===== config.mk =====
export PLATFORM = sky130hd
export DESIGN_NAME = branch_pc_unit
export DESIGN_NICKNAME = d
export VERILOG_FILES = /design/src/rtl/branch_pc_unit_pkg.sv /design/src/rtl/branch_pc_unit_target_adder.sv /design/src/rtl/branch_pc_unit.sv
export SDC_FILE = /design/constraint.sdc
export NUM_CORES = 1
export LEC_CHECK = 0
export ABC_AREA = 1
export BUFFER_PORTS_ARGS = -buffer_cell sky130_fd_sc_hd__clkbuf_2
export CAP_MARGIN = 30
export CORE_ASPECT_RATIO = 0.5
export CORE_MARGIN = 4
export CORE_UTILIZATION = 60
export DETAILED_ROUTE_END_ITERATION = 10
export GPL_ROUTABILITY_DRIVEN = 0
export PLACE_DENSITY = 0.85
export SYNTH_ARGS = -nofsm -noshare
export SYNTH_HDL_FRONTEND = slang
export SYNTH_SLANG_ARGS = --single-unit

===== constraint.sdc =====
create_clock -name clk -period 4.3 [get_ports clk]
set_clock_uncertainty 0.05 [all_clocks]
set_input_delay 0.43 -clock clk [delete_from_list [all_inputs] [get_ports clk]]
set_output_delay 0.43 -clock clk [all_outputs]
set_load 0.05 [all_outputs]

===== src/rtl/branch_pc_unit_pkg.sv =====
// rtl/branch_pc_unit_pkg.sv - shared types and defaults for the branch/PC unit
package branch_pc_unit_pkg;

  localparam int PC_W = 16;
  localparam int DEF_OFFSET_W = 10;
  localparam logic [PC_W-1:0] DEF_RESET_PC = 16'h0000;

  typedef enum logic [1:0] {
    ST_IDLE    = 2'd0,
    ST_CAPTURE = 2'd1,
    ST_EVAL    = 2'd2
  } br_state_e;

  // Instructions are halfword aligned, so bit 0 of any PC value is cleared.
  function automatic logic [PC_W-1:0] align_pc(input logic [PC_W-1:0] v);
    return v & ~{{(PC_W-1){1'b0}}, 1'b1};
  endfunction

endpackage


===== src/rtl/branch_pc_unit_target_adder.sv =====
// rtl/branch_pc_unit_target_adder.sv - combinational branch target: base + (sext(offset) << 1)
module branch_target_adder
  import branch_pc_unit_pkg::*;
#(
  parameter int OFFSET_W = DEF_OFFSET_W
) (
  input  logic [PC_W-1:0]     base,
  input  logic [OFFSET_W-1:0] offset,
  output logic [PC_W-1:0]     target
);

  logic [PC_W-1:0] offset_ext;
  logic [PC_W-1:0] byte_offset;

  // Word offset becomes a byte offset; the sum wraps naturally modulo 2^16.
  always_comb begin
    offset_ext  = {{(PC_W-OFFSET_W){offset[OFFSET_W-1]}}, offset};
    byte_offset = offset_ext << 1;
    target      = align_pc(base + byte_offset);
  end

endmodule


===== src/rtl/branch_pc_unit.sv =====
// rtl/branch_pc_unit.sv - program counter with three-state conditional branch evaluator
module branch_pc_unit
  import branch_pc_unit_pkg::*;
#(
  parameter logic [15:0] RESET_PC = DEF_RESET_PC,
  parameter int          OFFSET_W = DEF_OFFSET_W
) (
  input  logic                clk,
  input  logic                rst,
  input  logic                pc_inc,
  input  logic                pc_load,
  input  logic [15:0]         load_val,
  input  logic                br_req,
  input  logic [OFFSET_W-1:0] br_offset,
  input  logic                branch_en,
  output logic [15:0]         pc,
  output logic                br_busy,
  output logic                br_done,
  output logic                br_taken,
  output logic [15:0]         taken_cnt
);

  br_state_e             state_q, state_d;
  logic [PC_W-1:0]       pc_q, pc_d;
  logic [OFFSET_W-1:0]   offset_q, offset_d;
  logic [PC_W-1:0]       target_q, target_d;
  logic [15:0]           taken_cnt_q, taken_cnt_d;
  logic                  br_done_q, br_done_d;
  logic                  br_taken_q, br_taken_d;
  logic [PC_W-1:0]       adder_target;

  branch_target_adder #(
    .OFFSET_W (OFFSET_W)
  ) u_target_adder (
    .base   (pc_q),
    .offset (offset_q),
    .target (adder_target)
  );

  always_comb begin
    state_d     = state_q;
    pc_d        = pc_q;
    offset_d    = offset_q;
    target_d    = target_q;
    taken_cnt_d = taken_cnt_q;
    br_done_d   = 1'b0;
    br_taken_d  = 1'b0;

    // A load (jump / exception vector) aborts any branch in flight.
    if (pc_load) begin
      pc_d    = align_pc(load_val);
      state_d = ST_IDLE;
    end else begin
      unique case (state_q)
        ST_IDLE: begin
          if (pc_inc) begin
            pc_d = pc_q + 16'd2;
          end
          if (br_req) begin
            offset_d = br_offset;
            state_d  = ST_CAPTURE;
          end
        end
        ST_CAPTURE: begin
          target_d = adder_target;
          state_d  = ST_EVAL;
        end
        ST_EVAL: begin
          br_done_d  = 1'b1;
          br_taken_d = branch_en;
          if (branch_en) begin
            pc_d = target_q;
            if (taken_cnt_q != 16'hFFFF) begin
              taken_cnt_d = taken_cnt_q + 16'd1;
            end
          end
          state_d = ST_IDLE;
        end
        default: begin
          state_d = ST_IDLE;
        end
      endcase
    end
  end

  always_ff @(posedge clk) begin
    if (rst) begin
      state_q     <= ST_IDLE;
      pc_q        <= align_pc(RESET_PC);
      offset_q    <= '0;
      target_q    <= '0;
      taken_cnt_q <= '0;
      br_done_q   <= 1'b0;
      br_taken_q  <= 1'b0;
    end else begin
      state_q     <= state_d;
      pc_q        <= pc_d;
      offset_q    <= offset_d;
      target_q    <= target_d;
      taken_cnt_q <= taken_cnt_d;
      br_done_q   <= br_done_d;
      br_taken_q  <= br_taken_d;
    end
  end

  assign pc        = pc_q;
  assign br_busy   = (state_q != ST_IDLE);
  assign br_done   = br_done_q;
  assign br_taken  = br_taken_q;
  assign taken_cnt = taken_cnt_q;

endmodule


**After elaboration in Yosys (flattened, before gate mapping)**

Cells that the tools add are included.

- Word-level logic and storage cells: 39
- Input bits: 32
- Bits in registers: 61

- Add/sub/neg operators: 3
- Multiplexer cells: 7
- Bitwise logic cells: 2
- Equality and inequality tests: 8
- Reductions and logical operators: 11

Operator list:

| kind | number |
|---|---|
| two-way mux 16 bit | 3 |
| one-hot mux 16 bit (2 select lines) | 1 |
| adder 16 x 1 -> 16 bit, second input constant | 1 |
| adder 16 bit | 1 |
| adder 16 x 2 -> 16 bit, second input constant | 1 |
| inequality test 16 bit, second input constant | 1 |
| AND reduction 3 bit | 3 |
| inequality test 2 bit, second input constant | 3 |
| inequality test 3 bit, second input constant | 2 |
| one-hot mux 2 bit (2 select lines) | 1 |
| AND reduction 4 bit | 1 |
| nonzero test 2 bit | 2 |
| nonzero test 3 bit | 1 |
| OR reduction 3 bit | 1 |
| == test 2 x 1 -> 1 bit, second input constant | 1 |
| == test 2 bit, second input constant | 1 |
| zero test 2 bit | 1 |
| two-way mux 2 bit | 1 |
| inverter 1 bit | 2 |
| AND reduction 2 bit | 1 |
| OR reduction 2 bit | 1 |
| two-way mux 1 bit | 1 |

**Depth between registers and ports, before layout**

Gate-level depths: netlist of run 1.

- Depth in word-level cells: 4
- Depth in mapped cells: 12

**Cells and area by module**

From an unflattened synthesis of run 1, not the netlist that was laid out.

- Cell total of the unflattened synthesis: 623
- Area total of the unflattened synthesis: 3980.1 µm²

Modules (own cells, without submodules):

| module | cells an instance | seq. area each (µm²) | times used | area each (µm²) |
|---|---|---|---|---|
| branch_pc_unit | 466 | 1241.2 | 1 | 3130.5 |
| branch_target_adder | 157 | 0.0 | 1 | 849.6 |

**Worst setup path after synthesis of run 1**

OpenSTA, ideal clock, no wires.

- Kind: flip-flop to flip-flop
- Start: register pc_q[1] (netlist: pc[1])
- End: register target_q[7]
- Cell stages (with the launch flop): 12
- Data arrival time: 1.957 ns
- Data required time: 4.194 ns
- Period minus slack after synthesis: 2.063 ns
- Library setup time: 0.056 ns
- Path slack: 2.237 ns
- Cells stage by stage: dfxtp_1 > ha_1 > fa_1 > nand3_1 > nand2_1 > nand2_1 > nand2_1 > inv_1 > or2_2 > nand3_1 > nand2_1 > inv_1

- Cells in the longest elaborated chain, start to end: 1

Ends and longest elaborated chain:

| item | line | text |
|---|---|---|
| start: declaration | branch_pc_unit.sv:24 | `logic [PC_W-1:0] pc_q, pc_d;` |
| start signal: assignment | branch_pc_unit.sv:89 | `pc_q <= align_pc(RESET_PC);` |
| start signal: assignment | branch_pc_unit.sv:97 | `pc_q <= pc_d;` |
| adder 16 bit | branch_pc_unit_target_adder.sv:19 | `target = align_pc(base + byte_offset);` |
| end signal: assignment | branch_pc_unit.sv:99 | `target_q <= target_d;` |
| end: declaration | branch_pc_unit.sv:26 | `logic [PC_W-1:0] target_q, target_d;` |

Every way passes these cells.
A chain may end at the register's enable or synchronous reset.

**Worst setup path after layout of run 1**

- Start: register state_q[0]
- End: register pc_q[7] (netlist: pc[7])

- Cells in the longest elaborated chain, start to end: 3

Ends and longest elaborated chain:

| item | line | text |
|---|---|---|
| start: declaration | branch_pc_unit.sv:23 | `br_state_e state_q, state_d;` |
| start signal: assignment | branch_pc_unit.sv:96 | `state_q <= state_d;` |
| == test 2 bit or zero test 2 bit (tied branches) | branch_pc_unit.sv:54 | `unique case (state_q)` |
| inequality test 3 bit (no source line), or another cell as far along | - |  |
| AND reduction 3 bit (no source line) or two-way mux 16 bit (tied branches) | - |  |

Parallel ways exist; a longest one is shown, timed or not.

==> results.txt, run 1 <==
The number of diodes added for antenna fixing is 0. The post-CTS setup repair buffer count is 0. The floorplan die width came out at 124 µm. The leakage power summed over all cells is 2.28 nW. The port buffer count came out at 65. The hold path depth is 3. The proportion of layout cells with a drive suffix above 1 came out at 16.7%. The final-layout worst hold slack came out at 0.293 ns. After synthesis, the largest family of logic cells by area is simple AND/OR/NAND/NOR gates.

The worst setup path is of the reg -> reg kind. The buffer depth of the longest clock path is 2. For this run, design rule violations remaining after detail routing come to 0. The clock drives between 60 and 70 sinks. The tree is rooted in a clkbuf_16. The H-tree depth came out at 3. The post-synthesis cell count came out at about 640. Entering global routing, the biggest net connects 32 pins. The relative max-transition margin came out at 40.1%. After Yosys synthesis, XOR and XNOR cells account for under 10% of the synthesized area. The critical path required time is 4.50 ns. The share of the Yosys chip area taken by registers is around 30%. The start point of the worst hold path is br_offset[6]. STA classifies the critical path endpoint as a flop. The die is 66.1 µm tall. The unique cell type count in the Yosys netlist came out at 40. The average footprint of a synthesized cell is 6.36 µm². The endpoint identified for the worst register-to-register timing path is pc[7]. Timing analysis after detailed placement gives a worst setup slack of 2.03 ns. The initial standard-cell utilization of the core is 64.2%. For the final routed database, the setup TNS stands at 0 ns. For flop-to-flop paths, the worst setup slack is 2.12 ns. The final number of max-transition violations came out at 0. In this run, post-CTS hold repair placed 0 buffers.

The detailed-routing iteration count for the pre-antenna-repair pass came out at 5. The number of hold violations in the final report is 0. The area fraction in and, or, nand and nor cells after synthesis came out at 35.2%. The tool flagged a number of max-cap violations equal to 0. The transition time at the pin with the least slew margin came out at 0.898 ns. The proportion of synthesized flip-flops having asynchronous set or reset is 0%. The clock-pin slew of the registers on the worst-case setup and hold paths came out at 0.06 ns.

In this run the worst hold path is classified as in -> reg. The number of enable flip-flop cells after synthesis came out at 0. The area of the mapped netlist is 0.00405 mm².

The number of antenna violations at the first check in global routing is 0. The overall via count from detail_route is around 4200. The multiplexer area fraction after synthesis came out at 0%. Clock tree synthesis inserted a total of 9 buffers.

For the worst setup path, the data arrival time is 2.38 ns. The worst setup path is launched from a flop. The number of cells upsized or downsized after cts came out at 0. The number of nets with antenna violations after detailed routing is 0. The floorplan row count is 20. The critical-path maximum fanout came out at 24. The total area inside the core boundary comes to 0.00631 mm².

The number of synthesis warnings came out at 0. The total wire length is roughly 10 mm. The number of global-route vias before repair came out at 3868. The area added between synthesis and finish came out at 15.6%. The length in cells of the worst reg-to-reg path came out at 8. Setup repair after global routing left no endpoint under its margin. The per-cell via count in the routed design came out at ~5.3.

After the last flow step, the layout net total stands at between 700 and 800. TritonCTS built the clock tree. The final worst setup slack came out at 2.12 ns. The number of top-level pins came out at between 60 and 70.

Setup violations remaining at the end of the flow were counted as 0. The number of violations reported at the end of detailed-routing iteration 0 is 359. Counting flops and latches in the post-synthesis netlist gives around 60.

The total power consumption of the routed design is about 1.6 mW. Across the VDD grid, the largest voltage drop is roughly 0.29 mV. For this design the ratio of total power to cell area is around 340 mW/mm². Dividing the detail-routed wire length by the instance count gives ~13 µm.

The startpoint identified for the worst register-to-register timing path is state_q[0]. Summing the areas of all fa, ha and maj instances in the mapped netlist gives 5.44% of the synthesized area. The worst-skew pair later-pin latency is 0.34 ns. The fraction of the mapped netlist area in compound gates came out at between 10% and 20%. Subtracting the final worst setup slack from the clock period gives 2.18 ns.

The most used flip-flop cell after synthesis is dfxtp_1. The maximum clock frequency came out at 459 MHz. The terminating pin of the worst hold path is offset_q[6]. The number of nets in the synthesized netlist is 686. Summed over all nets, the half-perimeter wirelength after detailed placement is ~7.2 mm. After global routing the overflow that remains totals 0. The combined global-route utilization of all metal layers came out at 25.7%. The global-route wire length before repair came out at 17.1 mm. The run finished with clean final reports. The final critical path takes up 50.6% of the cycle. The area of the die is between 0.008 and 0.009 mm².
==> registers in the layout (all words and copies together), names as in the netlist <==
| signal | count |
|---|---|
| offset_q | 10 |
| target_q | 15 |
| br_taken | 1 |
| taken_cnt | 16 |
| state_q | 2 |
| pc | 16 |
| br_done | 1 |
==> power breakdown <==
| part | internal [mW] | leakage [nW] | switching, mW |
|---|---|---|---|
| combinational | 0.0820 | 1.63 | 0.164 |
| sequential | 0.590 | 0.498 | 0.0333 |
| clock | 0.479 | 0.148 | 0.266 |
==> layout by cell type (no fill, tap or decap), drive strengths merged <==
| master | count |
|---|---|
| fa | 1 |
| a31o | 1 |
| clkinv | 3 |
| xor2 | 8 |
| or2 | 6 |
| o211ai | 3 |
| nand4 | 11 |
| nor3b | 1 |
| o21ai | 37 |
| clkbuf | 76 |
| o21a | 4 |
| o21bai | 5 |
| o22ai | 1 |
| a21oi | 45 |
| nor3 | 8 |
| xnor2 | 5 |
| dfxtp | 61 |
| inv | 101 |
| nand2 | 178 |
| bufinv | 1 |
| nor2 | 65 |
| a31oi | 2 |
| nand3 | 58 |
| ha | 16 |
| clkinvlp | 2 |
==> final cells by class <==
cell class,instances,area (µm²)
fill,522,1620
timing repair buffer,65,325
inverter,102,390
clock buffer,11,253
clock inverter,5,58.8
multi-input combinational,455,2320
tap,88,110
sequential,61,1220
==> metrics by stage <==
stage,instance area [µm²],utilization (%),cells
2_1_floorplan,4050,-,637
3_3_place_gp,4370,69.3,771
3_5_place_dp,4370,69.3,771
4_1_cts,4680,74.2,787
5_1_grt,4680,74.2,787
6_report,4680,74.2,787
==> synth_stat cells, types with 2 or more instances <==
cell type | count | area share (%)
a21oi_1 | 36 | 4.4
a21oi_2 | 9 | 1.9
a31oi_1 | 2 | 0.31
buf_2 | 6 | 0.74
buf_6 | 3 | 0.83
clkbuf_1 | 7 | 0.65
dfxtp_1 | 61 | 30
ha_1 | 16 | 4.9
inv_1 | 97 | 9.0
inv_2 | 2 | 0.19
nand2_1 | 168 | 16
nand2_2 | 8 | 1.2
nand2_4 | 2 | 0.56
nand3_1 | 57 | 7.0
nand4_1 | 11 | 1.7
nor2_1 | 61 | 5.7
nor2_2 | 3 | 0.46
nor3_1 | 7 | 0.86
o211ai_1 | 3 | 0.56
o21a_1 | 4 | 0.74
o21ai_0 | 27 | 3.3
o21ai_1 | 10 | 1.2
o21bai_1 | 5 | 0.93
or2_2 | 5 | 0.77
xnor2_1 | 5 | 1.1
xor2_1 | 8 | 1.7
==> layer usage <==
| metal | global-route usage (%) | vias to the layer above | part of all wire (%) |
|---|---|---|---|
| met4 | 12.4 | 0 | 2.4 |
| met1 | 30.4 | 1896 | 44 |
| met5 | 0 | - | 0 |
| met2 | 44.2 | 123 | 47 |
| li1 | - | 2147 | - |
| met3 | 6.61 | 25 | 6.7 |
==> worst max-delay path, cell delays in order, from the launching register on <==
cell     delay, ns
dfxtp_1       0.32
inv_1         0.08
nand2_2       0.37
inv_4         0.13
nand2_4       0.12
nand3_2       0.33
inv_1         0.43
nand2_1       0.10
a21oi_1       0.15
==> how the worst max path moves through the flow <==
stage / start / to / slack, ns
floorplan: pc[1] / target_q[7] / 2.24
finish: state_q[0] / pc[7] / 2.12
CTS: state_q[0] / pc[14] / 2.12
global route: state_q[0] / pc[9] / 1.83
detailed placement: pc_load / pc[14] / 2.03
global placement: pc_load / pc[12] / 2.08
==> kinds of logic (layout without fill, tap and decap cells) <==
group | count (synthesis) | count (layout)
AOI/OAI and AO/OA | 98 | 98
adders and majority gates | 17 | 17
buffers and inverters | 121 | 183
and+or+nand+nor | 327 | 327
DFF | 61 | 61
xor gates and xnor gates | 13 | 13
Note: power is estimated with default switching activity, not from simulation.
==> run 2: changes to the inputs <==
Settings changed: CORE_UTILIZATION 60 to 52, PLACE_DENSITY 0.85 to 0.78.
Clock period 4.3 ns to 2 ns, I/O delays scaled along.
==> run 2 against run 1 <==
First-iteration DRC count is 5.8% lower. Global-route usage is 2.8 points lower. Clock-buffer cell count stayed put. Routed wire length is 0.96% higher. Flip-flop and latch count stayed put. Highest routed layer unchanged. Final cell count is 5.1% higher. Via count is 0.81% higher. Final area is 3.7% higher. Largest cell class unchanged. Total power is 110% higher. Die area is 14% higher. Hold slack worse by 0.23 ns. Clock power is 97% higher.
==> results.txt, run 2 (same netlist as run 1, synthesis figures left out) <==
The number of buffers inserted during clock tree synthesis is 9. The largest stage delay on the critical path is 0.55 ns. The number of diodes added for antenna fixing is 0. The buffer depth of the longest clock path is 2. By startpoint and endpoint, the worst setup path is classified as reg -> reg. The number of violations reported at the end of detailed-routing iteration 0 came out at 338. The area added between synthesis and finish is 19.8%. The detailed-routed wire length on met2 is 4.83 mm. The setup violation total in the final timing report came out at 0.

The portion of the clock cycle consumed by the worst path in the final layout is between 90% and 100%. The areal power density over the cells came out at 697 mW/mm². For the finished layout, the period the worst path requires is 1.83 ns. The clock-pin slew of the registers on the worst-case setup and hold paths came out at 0.05 ns. The floorplan die width came out at approximately 130 µm. TritonCTS built the clock tree. The count of placed standard cells in the final layout, fillers left out came out at 827.

The final worst setup slack came out at 0.171 ns. In this run, the combinational gates consume 17.6% of the power. The max-cap violation count is 0. The H-tree depth came out at 3. In this run the worst path has a maximum fanout of 7.

The cell sitting at the root of the clock tree is a clkbuf_16. After detailed routing, no signal wire sits above met4. Setup repair after global routing left no endpoint under its margin. The total global routing overflow came out at 0. The initial utilization of the core area, before any placement, comes to 54.3%.

The placed wire-length estimate after detailed placement came out at 7.61 mm. In the layout the commonest cells are nand2_1 (167), inv_1 (97), clkbuf_2 (65). The worst-skew pair later-pin latency is 0.33 ns.

The per-cell via count in the routed design came out at slightly above 5. Leaving out fill and tap cells, the most frequent cell in the layout is nand2_1. The cell occurring most often along the worst timing path is nand2_1. The number of top-level pins is 67. Before antenna repair, the detailed router went through 6 iterations.

The die covers 0.00935 mm². Traced cell by cell, the critical path runs through ha_1, a21oi_1, nand2_1, a21oi_1, nand2_1, nand2_1, nand3_1, nand2_1, inv_1. Per report_power, the sequential group accounts for between 30% and 40% of the total. The startpoint type of the worst setup path is a flop. The final-layout worst hold slack is 0.0615 ns. The final number of max-transition violations came out at 0.

The number of nets with antenna violations after detailed routing came out at 0. The relative max-transition margin came out at 62.6%. The first global-routing pass estimated 17.6 mm of wire. The overall via count from detail_route came out at 4225.

Port buffering added 65 buffers. The transition time at the pin with the least slew margin came out at 0.560 ns. The proportion of layout cells with a drive suffix above 1 is approximately 20%. The internal power came out at 2.38 mW.

Entering global routing, the biggest net connects 29 pins. In this run the power spent charging and discharging nets is 1.00 mW. The core outline area came out at 0.00746 mm². The leakage power summed over all cells came out at 2.38 nW. The residual DRC count is 0. The maximum clock frequency is 547 MHz. The class of the worst hold path is in -> reg.

The floorplan row count is 22. The overall die height came out at 70.4 µm. Net switching is 29.6% of the power. For the worst setup path, the data required time is 2.18 ns. After the last flow step, the layout net total stands at 763. On the critical path, the stage with the largest delay is an instance of dfxtp_1. The post-placement cell count is 811. The type of destination of the critical path is a flop. The setup slack after placement came out at 0.153 ns. The clock sink count came out at approximately 60. The number of global-route vias before repair came out at roughly 3900. The combined global-route utilization of all metal layers is 22.9%. The count of fill cells added during filler insertion came out at 696. The number of hold violations in the final report was 0.

The summed negative setup slack over all endpoints is 0 ns. The final layout contains routed wiring with a total length of about 10 mm. The number of antenna violations at the first check in global routing is 0. The post-CTS setup repair buffer count came out at 0. The proportion of power drawn by the clock network is a little over two fifths. The post-detailed-route wirelength per cell is between 10 and 15 µm.

The sum of met3 wire segment lengths after detailed routing came out at 677 µm. The flow ran to the end, and the final reports show no timing, DRC or antenna violations. The utilization of the core after routing is 65.1%. The met1 wire length is 4.61 mm. IR analysis of the VDD net gives a maximum drop of 0.488 mV. Data arrives at the worst endpoint at 2.01 ns.
## run 2: what timing repair did
action	CTS	global route
setup endpoints to repair	0	10
gates resized for setup	0	5
hold buffers	0	0
## run 2: layout make-up
class / instances / area, µm² / share of cell area [%]
multi-input cells: 455 / 2340 / 48.2
inverters: 102 / 390 / 8.04
clock inverters: 5 / 35.0 / 0.722
repair buffers: 85 / 475 / 9.79
clock buffers: 11 / 253 / 5.21
flip-flops and latches: 61 / 1220 / 25.2
well taps: 108 / 135 / 2.78
## run 2: metrics by stage
stage,total power [mW],area (µm²)
after floorplan,1.75,4050
after global placement,1.91,4550
after detailed placement,1.93,4550
after CTS,3.40,4830
after global routing,3.55,4850
final,3.38,4850
## run 2: final timing paths
kind	start	end	slack (ns)	cells past startpoint
worst max-delay path	offset_q[9]	target_q[15]	0.17	9
worst min-delay path	br_offset[0]	offset_q[0]	0.06	3
worst max register to register	offset_q[9]	target_q[15]	0.17	9
worst min register to register	pc[0]	pc[0]	0.39	2
## run 2: power by group through the flow
stage	registers [mW]	logic [mW]	clock network, mW
after floorplan	1.43	0.325	0
after global placement	1.34	0.576	0
after detailed placement	1.34	0.587	0
after CTS	1.31	0.594	1.49
after global routing	1.32	0.667	1.56
final	1.31	0.594	1.47
## run 2: critical path: cells and delay by family, from the launching register on
kind	cells	cell delay, ns
compound gates	2	0.37
simple gates	5	0.36
flops	1	0.55
buf+inv	1	0.03
fa+ha+maj	1	0.36
## run 2: layer usage
layer	vias to the layer above	global-route usage, %
met4	0	7.60
li1	2187	-
met3	15	7.48
met1	1898	28.2
met2	125	37.8
met5	-	0
